===== src/rtl/writeback_stage.sv =====
// writeback_stage
// Retires packed result records {data, address, opcode} coming from the
// decode/execute stage. Each record goes to RAM, to the GPR file, or is
// discarded, depending on its opcode. A small FIFO absorbs records while
// a RAM write waits for its grant. Back-pressure goes back to decode.
//
// Ports:
//   clk            system clock
//   reset          asynchronous, active-high reset
//   complex_data   record: [top DATA_W]=data, [next ADDR_W]=address, [3:0]=opcode
//   data_write     record valid strobe (captured on its rising edge)
//   pause_DECODE   stall request to decode (registered count >= FIFO_DEPTH-1)
//   ram_wr         RAM write request, held until ram_garant_wr is sampled 1
//   ram_garant_wr  RAM write grant
//   addr_out       RAM write address
//   data_out       RAM write data
//   GPR_wr         GPR write enable (single-cycle pulse)
//   addr_GPRout    GPR write address
//   data_GPRout    GPR write data
//   overflow       sticky flag: a record arrived while the FIFO was full
//   retired_count  number of records retired, discards included; wraps
module writeback_stage #(
    parameter int          DATA_W        = 14,
    parameter int          ADDR_W        = 12,
    parameter int          FIFO_DEPTH    = 4,
    parameter logic [15:0] DEST_RAM_MASK = 16'h0000,
    parameter logic [15:0] DEST_GPR_MASK = 16'h0000
) (
    input  logic                     clk,
    input  logic                     reset,
    input  logic [DATA_W+ADDR_W+3:0] complex_data,
    input  logic                     data_write,
    output logic                     pause_DECODE,
    output logic                     ram_wr,
    input  logic                     ram_garant_wr,
    output logic [ADDR_W-1:0]        addr_out,
    output logic [DATA_W-1:0]        data_out,
    output logic                     GPR_wr,
    output logic [ADDR_W-1:0]        addr_GPRout,
    output logic [DATA_W-1:0]        data_GPRout,
    output logic                     overflow,
    output logic [15:0]              retired_count
);
    localparam int REC_W = DATA_W + ADDR_W + 4;
    localparam int PTR_W = $clog2(FIFO_DEPTH);
    localparam int CNT_W = PTR_W + 1;
    localparam logic [CNT_W-1:0] DEPTH_C     = CNT_W'(FIFO_DEPTH);
    localparam logic [CNT_W-1:0] PAUSE_LVL_C = CNT_W'(FIFO_DEPTH - 1);

    typedef enum logic [1:0] {
        IDLE    = 2'd0,
        GPR_WR  = 2'd1,
        RAM_REQ = 2'd2
    } state_t;

    state_t            state_r;
    state_t            state_next_s;
    logic [REC_W-1:0]  fifo_mem_r [FIFO_DEPTH];
    logic [PTR_W-1:0]  wr_ptr_r;
    logic [PTR_W-1:0]  rd_ptr_r;
    logic [CNT_W-1:0]  count_r;
    logic              data_write_q_r;
    logic              push_s;
    logic              push_ok_s;
    logic              pop_s;
    logic              load_ram_s;
    logic              load_gpr_s;
    logic [REC_W-1:0]  head_s;
    logic [3:0]        head_op_s;
    logic [ADDR_W-1:0] head_addr_s;
    logic [DATA_W-1:0] head_data_s;

    // Head record fields and the capture strobe (only the rising edge of data_write pushes).
    assign head_s      = fifo_mem_r[rd_ptr_r];
    assign head_op_s   = head_s[3:0];
    assign head_addr_s = head_s[ADDR_W+3:4];
    assign head_data_s = head_s[REC_W-1:ADDR_W+4];
    assign push_s      = data_write & ~data_write_q_r;
    // A full FIFO drops the record even if the head pops in the same cycle.
    assign push_ok_s   = push_s & (count_r != DEPTH_C);

    // Next-state and retire decisions; RAM takes precedence over GPR.
    always_comb begin
        state_next_s = state_r;
        pop_s        = 1'b0;
        load_ram_s   = 1'b0;
        load_gpr_s   = 1'b0;
        case (state_r)
            IDLE: begin
                if (count_r != {CNT_W{1'b0}}) begin
                    if (DEST_RAM_MASK[head_op_s]) begin
                        load_ram_s   = 1'b1;
                        state_next_s = RAM_REQ;
                    end else if (DEST_GPR_MASK[head_op_s]) begin
                        load_gpr_s   = 1'b1;
                        state_next_s = GPR_WR;
                    end else begin
                        pop_s        = 1'b1;
                    end
                end else begin
                    state_next_s = IDLE;
                end
            end
            GPR_WR: begin
                pop_s        = 1'b1;
                state_next_s = IDLE;
            end
            RAM_REQ: begin
                if (ram_garant_wr) begin
                    pop_s        = 1'b1;
                    state_next_s = IDLE;
                end else begin
                    state_next_s = RAM_REQ;
                end
            end
            default: begin
                state_next_s = IDLE;
            end
        endcase
    end

    // FSM state register.
    always_ff @(posedge clk or posedge reset) begin
        if (reset) begin
            state_r <= IDLE;
        end else begin
            state_r <= state_next_s;
        end
    end

    // Record FIFO: storage, pointers, occupancy and capture edge register.
    always_ff @(posedge clk or posedge reset) begin
        if (reset) begin
            for (int i = 0; i < FIFO_DEPTH; i++) begin
                fifo_mem_r[i] <= {REC_W{1'b0}};
            end
            wr_ptr_r       <= {PTR_W{1'b0}};
            rd_ptr_r       <= {PTR_W{1'b0}};
            count_r        <= {CNT_W{1'b0}};
            data_write_q_r <= 1'b0;
        end else begin
            data_write_q_r <= data_write;
            if (push_ok_s) begin
                fifo_mem_r[wr_ptr_r] <= complex_data;
                wr_ptr_r             <= wr_ptr_r + PTR_W'(1);
            end
            if (pop_s) begin
                rd_ptr_r <= rd_ptr_r + PTR_W'(1);
            end
            case ({push_ok_s, pop_s})
                2'b10:   count_r <= count_r + CNT_W'(1);
                2'b01:   count_r <= count_r - CNT_W'(1);
                default: count_r <= count_r;
            endcase
        end
    end

    // Registered outputs: write strobes follow the next state, payloads load on dispatch.
    always_ff @(posedge clk or posedge reset) begin
        if (reset) begin
            pause_DECODE  <= 1'b0;
            ram_wr        <= 1'b0;
            addr_out      <= {ADDR_W{1'b0}};
            data_out      <= {DATA_W{1'b0}};
            GPR_wr        <= 1'b0;
            addr_GPRout   <= {ADDR_W{1'b0}};
            data_GPRout   <= {DATA_W{1'b0}};
            overflow      <= 1'b0;
            retired_count <= 16'd0;
        end else begin
            // One slot of margin covers decode's one-cycle reaction to pause.
            pause_DECODE <= (count_r >= PAUSE_LVL_C);
            ram_wr       <= (state_next_s == RAM_REQ);
            GPR_wr       <= (state_next_s == GPR_WR);
            if (load_ram_s) begin
                addr_out <= head_addr_s;
                data_out <= head_data_s;
            end
            if (load_gpr_s) begin
                addr_GPRout <= head_addr_s;
                data_GPRout <= head_data_s;
            end
            if (push_s && !push_ok_s) begin
                overflow <= 1'b1;
            end
            if (pop_s) begin
                retired_count <= retired_count + 16'd1;
            end
        end
    end
endmodule


===== config.mk =====
export PLATFORM = sky130hd
export DESIGN_NAME = writeback_stage
export DESIGN_NICKNAME = d
export VERILOG_FILES = /design/src/rtl/writeback_stage.sv
export SDC_FILE = /design/constraint.sdc
export NUM_CORES = 1
export LEC_CHECK = 0
export CORE_ASPECT_RATIO = 2
export CORE_MARGIN = 5
export CORE_UTILIZATION = 37
export CTS_BUF_LIST = sky130_fd_sc_hd__clkbuf_4
export CTS_CLUSTER_SIZE = 30
export DETAILED_ROUTE_END_ITERATION = 10
export PLACE_DENSITY = 0.78
export SETUP_SLACK_MARGIN = 0.02
export SLEW_MARGIN = 20
export SYNTH_ARGS = -nofsm -noshare
export SYNTH_HDL_FRONTEND = slang
export SYNTH_SLANG_ARGS = --single-unit
export TNS_END_PERCENT = 30

===== constraint.sdc =====
create_clock -name clk -period 2.7 [get_ports clk]
set_input_delay 0.54 -clock clk [delete_from_list [all_inputs] [get_ports clk]]
set_output_delay 0.54 -clock clk [all_outputs]
set_load 0.03 [all_outputs]

==> results of run 1 <==
metal layers:
metal | vias to the layer above | share of wire [%] | track usage (%)
li1 | 451 | - | -
met1 | 463 | 35 | 10.2
met2 | 58 | 54 | 18.0
met3 | 5 | 9.4 | 1.99
met4 | 0 | 2.0 | 4.94
met5 | - | 0 | 0
cells in the final DEF (no fill, tap or decap), types with 3 or more instances in the layout:
cell type,n
clkdlybuf4s50_1,23
dfrtp_1,26
conb_1,54
nand2_1,7
xnor2_1,12
inv_1,6
clkbuf_4,3
xor2_1,6
nor4_2,3
nand4_1,7
nand4_2,4
through the flow:
step           total power [mW]  std cells
2_1_floorplan              1.18        205
3_3_place_gp               1.34        230
3_5_place_dp               1.36        230
4_1_cts                    1.52        233
5_1_grt                    1.60        233
6_report                   1.50        233
layout make-up:
type / count / area, µm²
Fill cell: 437 / 2560
Clock buffer: 3 / 22.5
Inverter: 7 / 26.3
Sequential cell: 26 / 651
Multi-Input combinational cell: 118 / 726
Timing Repair Buffer: 25 / 245
Tap cell: 54 / 67.6
where the power goes:
part	switching, mW	internal [mW]	total [mW]
sequential	0.150	0.490	0.640
combinational	0.430	0.272	0.702
clock	0.106	0.0523	0.158
state kept, by name (all words and copies together) (netlist names):
signal          count
pause_DECODE        1
overflow            1
retired_count      16
count_r             3
data_write_q_r      1
ram_wr              1
state_r             2
GPR_wr              1
worst register-to-register path, stage by stage, from the launching register on:
cell and delay, ns:
dfrtp_1 0.47, nor4_2 0.35, o21a_4 0.22, inv_2 0.05, ha_1 0.22, inv_1 0.07
fa_1 0.18, xor2_1 0.15, nor2_1 0.07, xor2_1 0.14
logic make-up (layout without fill, tap and decap cells):
family,after synthesis,in the layout
fa+ha+maj,3,3
flops,26,26
mux,1,1
buf+inv,61,35
compound gates,3,3
simple gates,39,39
other cells,1,54
xor+xnor,18,18
path summary, 6_finish.rpt:
check                                   from                 to  slack (ns)  cells after the start
setup / recovery            retired_count[2]   retired_count[2]        0.46                      1
hold / removal             retired_count[15]  retired_count[15]        0.48                      1
setup reg to reg                  count_r[2]         count_r[2]        0.70                      9
hold reg to reg            retired_count[15]  retired_count[15]        0.48                      1
max in group asynchronous              reset       pause_DECODE        1.89                      3
min in group asynchronous              reset             GPR_wr        0.57                      3
==> results_dict.tcl, run 1 <==
set metrics [dict create \
    ant_nets 0 \
    hold_class "register to register" \
    synth_area_leaders "dfrtp_1 40%, buf_4 24%, xnor2_1 6.5%" \
    grt_pass1_wl_mm 4.43 \
    synthFlopType "dfrtp_1" \
    skew_ns 0.00513 \
    critPathBufInv 1 \
    hpwl_mm 2.27 \
    wl_per_cell_um 12.0 \
    cpPeakStageDelay_ns 0.76 \
    synth_top_family_by_area "buffers and inverters" \
    critPathMaxFanout 10 \
    dp_slack_ns 0.207 \
    synth_edf_count 0 \
    diodes 0 \
    cts.clk_slew.worst_paths_ns 0.13 \
    cts_sinks 26 \
    cts_buffers 3 \
    yosys.area_share.xor_xnor_pct 9.79 \
    ys_seq_elements 26 \
    cts_resized 0 \
    htreeDepth 1 \
    grt_pass1_vias 967 \
    vias 977 \
    fp.coreArea_um2 4300 \
    synth_compound_area_share_pct 1.94 \
    async_flop_share_pct 100 \
    finalSetupTns_ns 0 \
    die_y_um 103 \
    ys_types 31 \
    power_density_nw_per_um2 863 \
    grt_max_degree 27 \
    ys_seq_area_share_pct 40.4 \
    gp_congestion 0.702 \
    syn_inst 152 \
    port_buffers 23 \
    fin_util_pct 40.4 \
    max_cap_violations 0 \
    fp.dieW_um 56.7 \
    grtUsageTotal_pct 9.71 \
    cts_tree "done" \
    die_area_um2 5850 \
    avgViaCountPerCell 4.19 \
    start_util_pct 37.5 \
    rows 34 \
    pin_count 106 \
    arrival_ns 1.70 \
    drcViolationCount 0 \
    worstSetupEndpointType "output port" \
    wirelength_mm 2.80 \
    finalInstanceArea_um2 1740 \
    post_synth_fa_ha_maj_area_fraction_pct 2.80 \
    post-synth-top-count-cell "buf_4" \
    overflow 0 \
    root_buffer "clkbuf_4" \
    drt_iter0_drc 11 \
    syn_area_um2 1610 \
    cp_slowest_cell "clkdlybuf4s50_1" \
    synth.area.mux_share_pct 0.622 \
    synth_common_cells "52 x buf_4, 26 x dfrtp_1, 12 x xnor2_1, 7 x nand2_1, 7 x nand4_1" \
    synth-simple-area-share_pct 17.3 \
    yosysTopAreaCell "dfrtp_1" \
    setup_viol 0 \
    status "completed" \
    power_leakage_nw 0.830 \
    cp_data_required_time_ns 2.16 \
    area_growth_pct 7.93 \
    yosys_warnings 0 \
    period_share_pct 82.9 \
    antenna_found_initial 0 \
    clock.fmax_mhz 447 \
    path_class "register to output port" \
    synth.top_cell.area_share_pct 40.4 \
    timing.final.ws_setup_ns 0.461 \
    fin_nets 218 \
    clk_path_buf_depth 2 \
    finalCriticalPeriod_ns 2.24 \
    crit_family "buffers and inverters" \
    critical_path.cell_chain "clkdlybuf4s50_1" \
    post_cts_buffers 0 \
    clk_latency_ns 0.32 \
    hold_slack_ns 0.483 \
    drv_slew 0 \
    rsz0062_at_grt "no" \
    cts_hold_buf 0 \
    start_kind "register" \
    avgSynthCellArea_um2 10.6 \
    dr.pass1.iters 4 \
    hold_viol 0 \
    vdd_ir_drop_max_mv 0.380 \
    drive_gt1_share_pct 9.50 \
    placed_cell_area_um2 1720 \
]
(Power assumes the default switching activity.)
==> inputs of run 2 (changes only) <==
- CORE_UTILIZATION: 37 -> 34
- PLACE_DENSITY: 0.78 -> 0.76
- clock period: 2.7 -> 1.9 ns (I/O delays scaled with it)
==> run 2 against run 1 <==
  * Combinational power up 64%
  * Global-route usage down 0.62 points
  * Register-to-register slack worse by 0.59 ns
  * Clock-buffer cell count unchanged
  * Critical endpoint is now retired_count[14]
  * Die area up 7.6%
  * Clock power up 41%
  * Routed wire length up 3.1%
  * First-iteration DRC count up 18%
  * Sequential cell count unchanged
  * Core utilization down 0.37 points
  * Critical path type unchanged
==> results_dict.tcl, run 2 (synthesized netlist as in run 1, its figures left out) <==
set metrics [dict create \
    wl_per_cell_um 12.0 \
    final_common_cell "conb_1" \
    power_leakage_nw 1.01 \
    p_total_mw 2.23 \
    clk_latency_ns 0.31 \
    grt_pass1_vias 973 \
    pin_count 106 \
    clk_path_buf_depth 2 \
    hold_viol 0 \
    start_util_pct 35.0 \
    power_density_nw_per_um2 1210 \
    rows 35 \
    vias 990 \
    critical_path.cell_chain "clkdlybuf4s50_1" \
    die_y_um 107 \
    die_area_um2 6300 \
    finalCriticalPeriod_ns 1.80 \
    status "completed" \
    port_buffers 23 \
    finalSetupTns_ns 0 \
    drcViolationCount 0 \
    gp_congestion 0.796 \
    path_class "register to output port" \
    grt_pass1_wl_mm 4.42 \
    crit_family "buffers and inverters" \
    vdd_ir_drop_max_mv 1.06 \
    cts_sinks 26 \
    fp.dieW_um 58.7 \
    critPathMaxFanout 3 \
    fin_nets 225 \
    critPathBufInv 1 \
    area_growth_pct 14.5 \
    hpwl_mm 2.34 \
    fin_cells 241 \
    clock.fmax_mhz 555 \
    layout_common_cells "54 x conb_1, 26 x dfrtp_1, 13 x dlymetal6s2s_1, 12 x xnor2_1" \
    antenna_found_initial 0 \
    fp.coreArea_um2 4600 \
    rsz0062_at_grt "yes" \
    cp_slowest_cell "clkdlybuf4s50_1" \
    top_register "retired_count" \
    start_kind "register" \
    hold_class "input pin to register" \
    max_cap_violations 0 \
    placed_cell_area_um2 1780 \
    overflow 0 \
    root_buffer "clkbuf_4" \
    cp_data_required_time_ns 1.52 \
    cpPeakStageDelay_ns 0.69 \
    skew_ns 0.00948 \
    period_share_pct 94.9 \
    dp.cells 237 \
    htreeDepth 1 \
    grtUsageTotal_pct 9.10 \
    cts_buffers 3 \
    wirelength_mm 2.88 \
    cts_hold_buf 0 \
    arrival_ns 1.42 \
    drive_gt1_share_pct 15.1 \
    grt_max_degree 27 \
    largest_reg_flops 16 \
    drt_iter0_drc 13 \
    finalInstanceArea_um2 1840 \
    drv_slew 0 \
    cts_tree "done" \
    ant_nets 0 \
    reg.largest.list "retired_count: 16 flops, count_r: 3 flops, state_r: 2 flops" \
    setup_viol 0 \
    worstSetupEndpointType "output port" \
    diodes 0 \
    avgViaCountPerCell 4.11 \
    dr.pass1.iters 3 \
    cts.clk_slew.worst_paths_ns 0.13 \
]
-- run 2: through the flow --
| stage | util, % | worst slack, ns | hold slack (ns) |
|---|---|---|---|
| after global placement | 38.6 | -0.295 | 0.458 |
| final | 40.1 | 0.0969 | 0.347 |
| after detailed placement | 38.6 | -0.311 | 0.454 |
| after CTS | 39.1 | 0.00533 | 0.406 |
| after floorplan | - | -0.0114 | 0.411 |
| after global routing | 40.1 | 0.00442 | 0.358 |
-- run 2: final timing paths --
path | from | to | slack [ns] | cells after the start
worst max-delay path | retired_count[14] | retired_count[14] | 0.1 | 1
worst min-delay path | ram_garant_wr | ram_wr | 0.35 | 3
worst max register to register | count_r[2] | count_r[2] | 0.11 | 9
worst min register to register | retired_count[15] | retired_count[15] | 0.48 | 1
max in group asynchronous | reset | retired_count[14] | 1.25 | 3
min in group asynchronous | reset | count_r[2] | 0.40 | 3
-- run 2: report_power, final --
| group | total, mW | leakage (nW) | switching [mW] | internal, mW |
|---|---|---|---|---|
| sequential | 0.853 | 0.313 | 0.156 | 0.697 |
| clock | 0.222 | 0.0138 | 0.148 | 0.0741 |
| combinational | 1.15 | 0.688 | 0.701 | 0.449 |
-- run 2: metal layers --
| metal | up-vias | track usage, % | share of wire [%] |
|---|---|---|---|
| li1 | 464 | - | - |
| met1 | 471 | 9.04 | 30 |
| met2 | 51 | 17.2 | 58 |
| met3 | 4 | 2.04 | 12 |
| met4 | 0 | 3.89 | 1.1 |
| met5 | - | 0 | 0 |
-- run 2: area by class of cell --
cell class	count	area [µm²]
multi-input combinational	118	743
sequential	26	651
inverter	7	28.8
timing repair buffer	32	329
clock buffer	3	22.5
tap	55	68.8
fill	444	2760
-- run 2: what timing repair did --
| action | CTS | global route |
|---|---|---|
| gates resized for setup | 1 | 15 |
| gates cloned | 0 | 0 |
| endpoints found under the setup margin | 5 | 14 |
| buffers inserted | 0 | 1 |
| pin swaps | 0 | 6 |
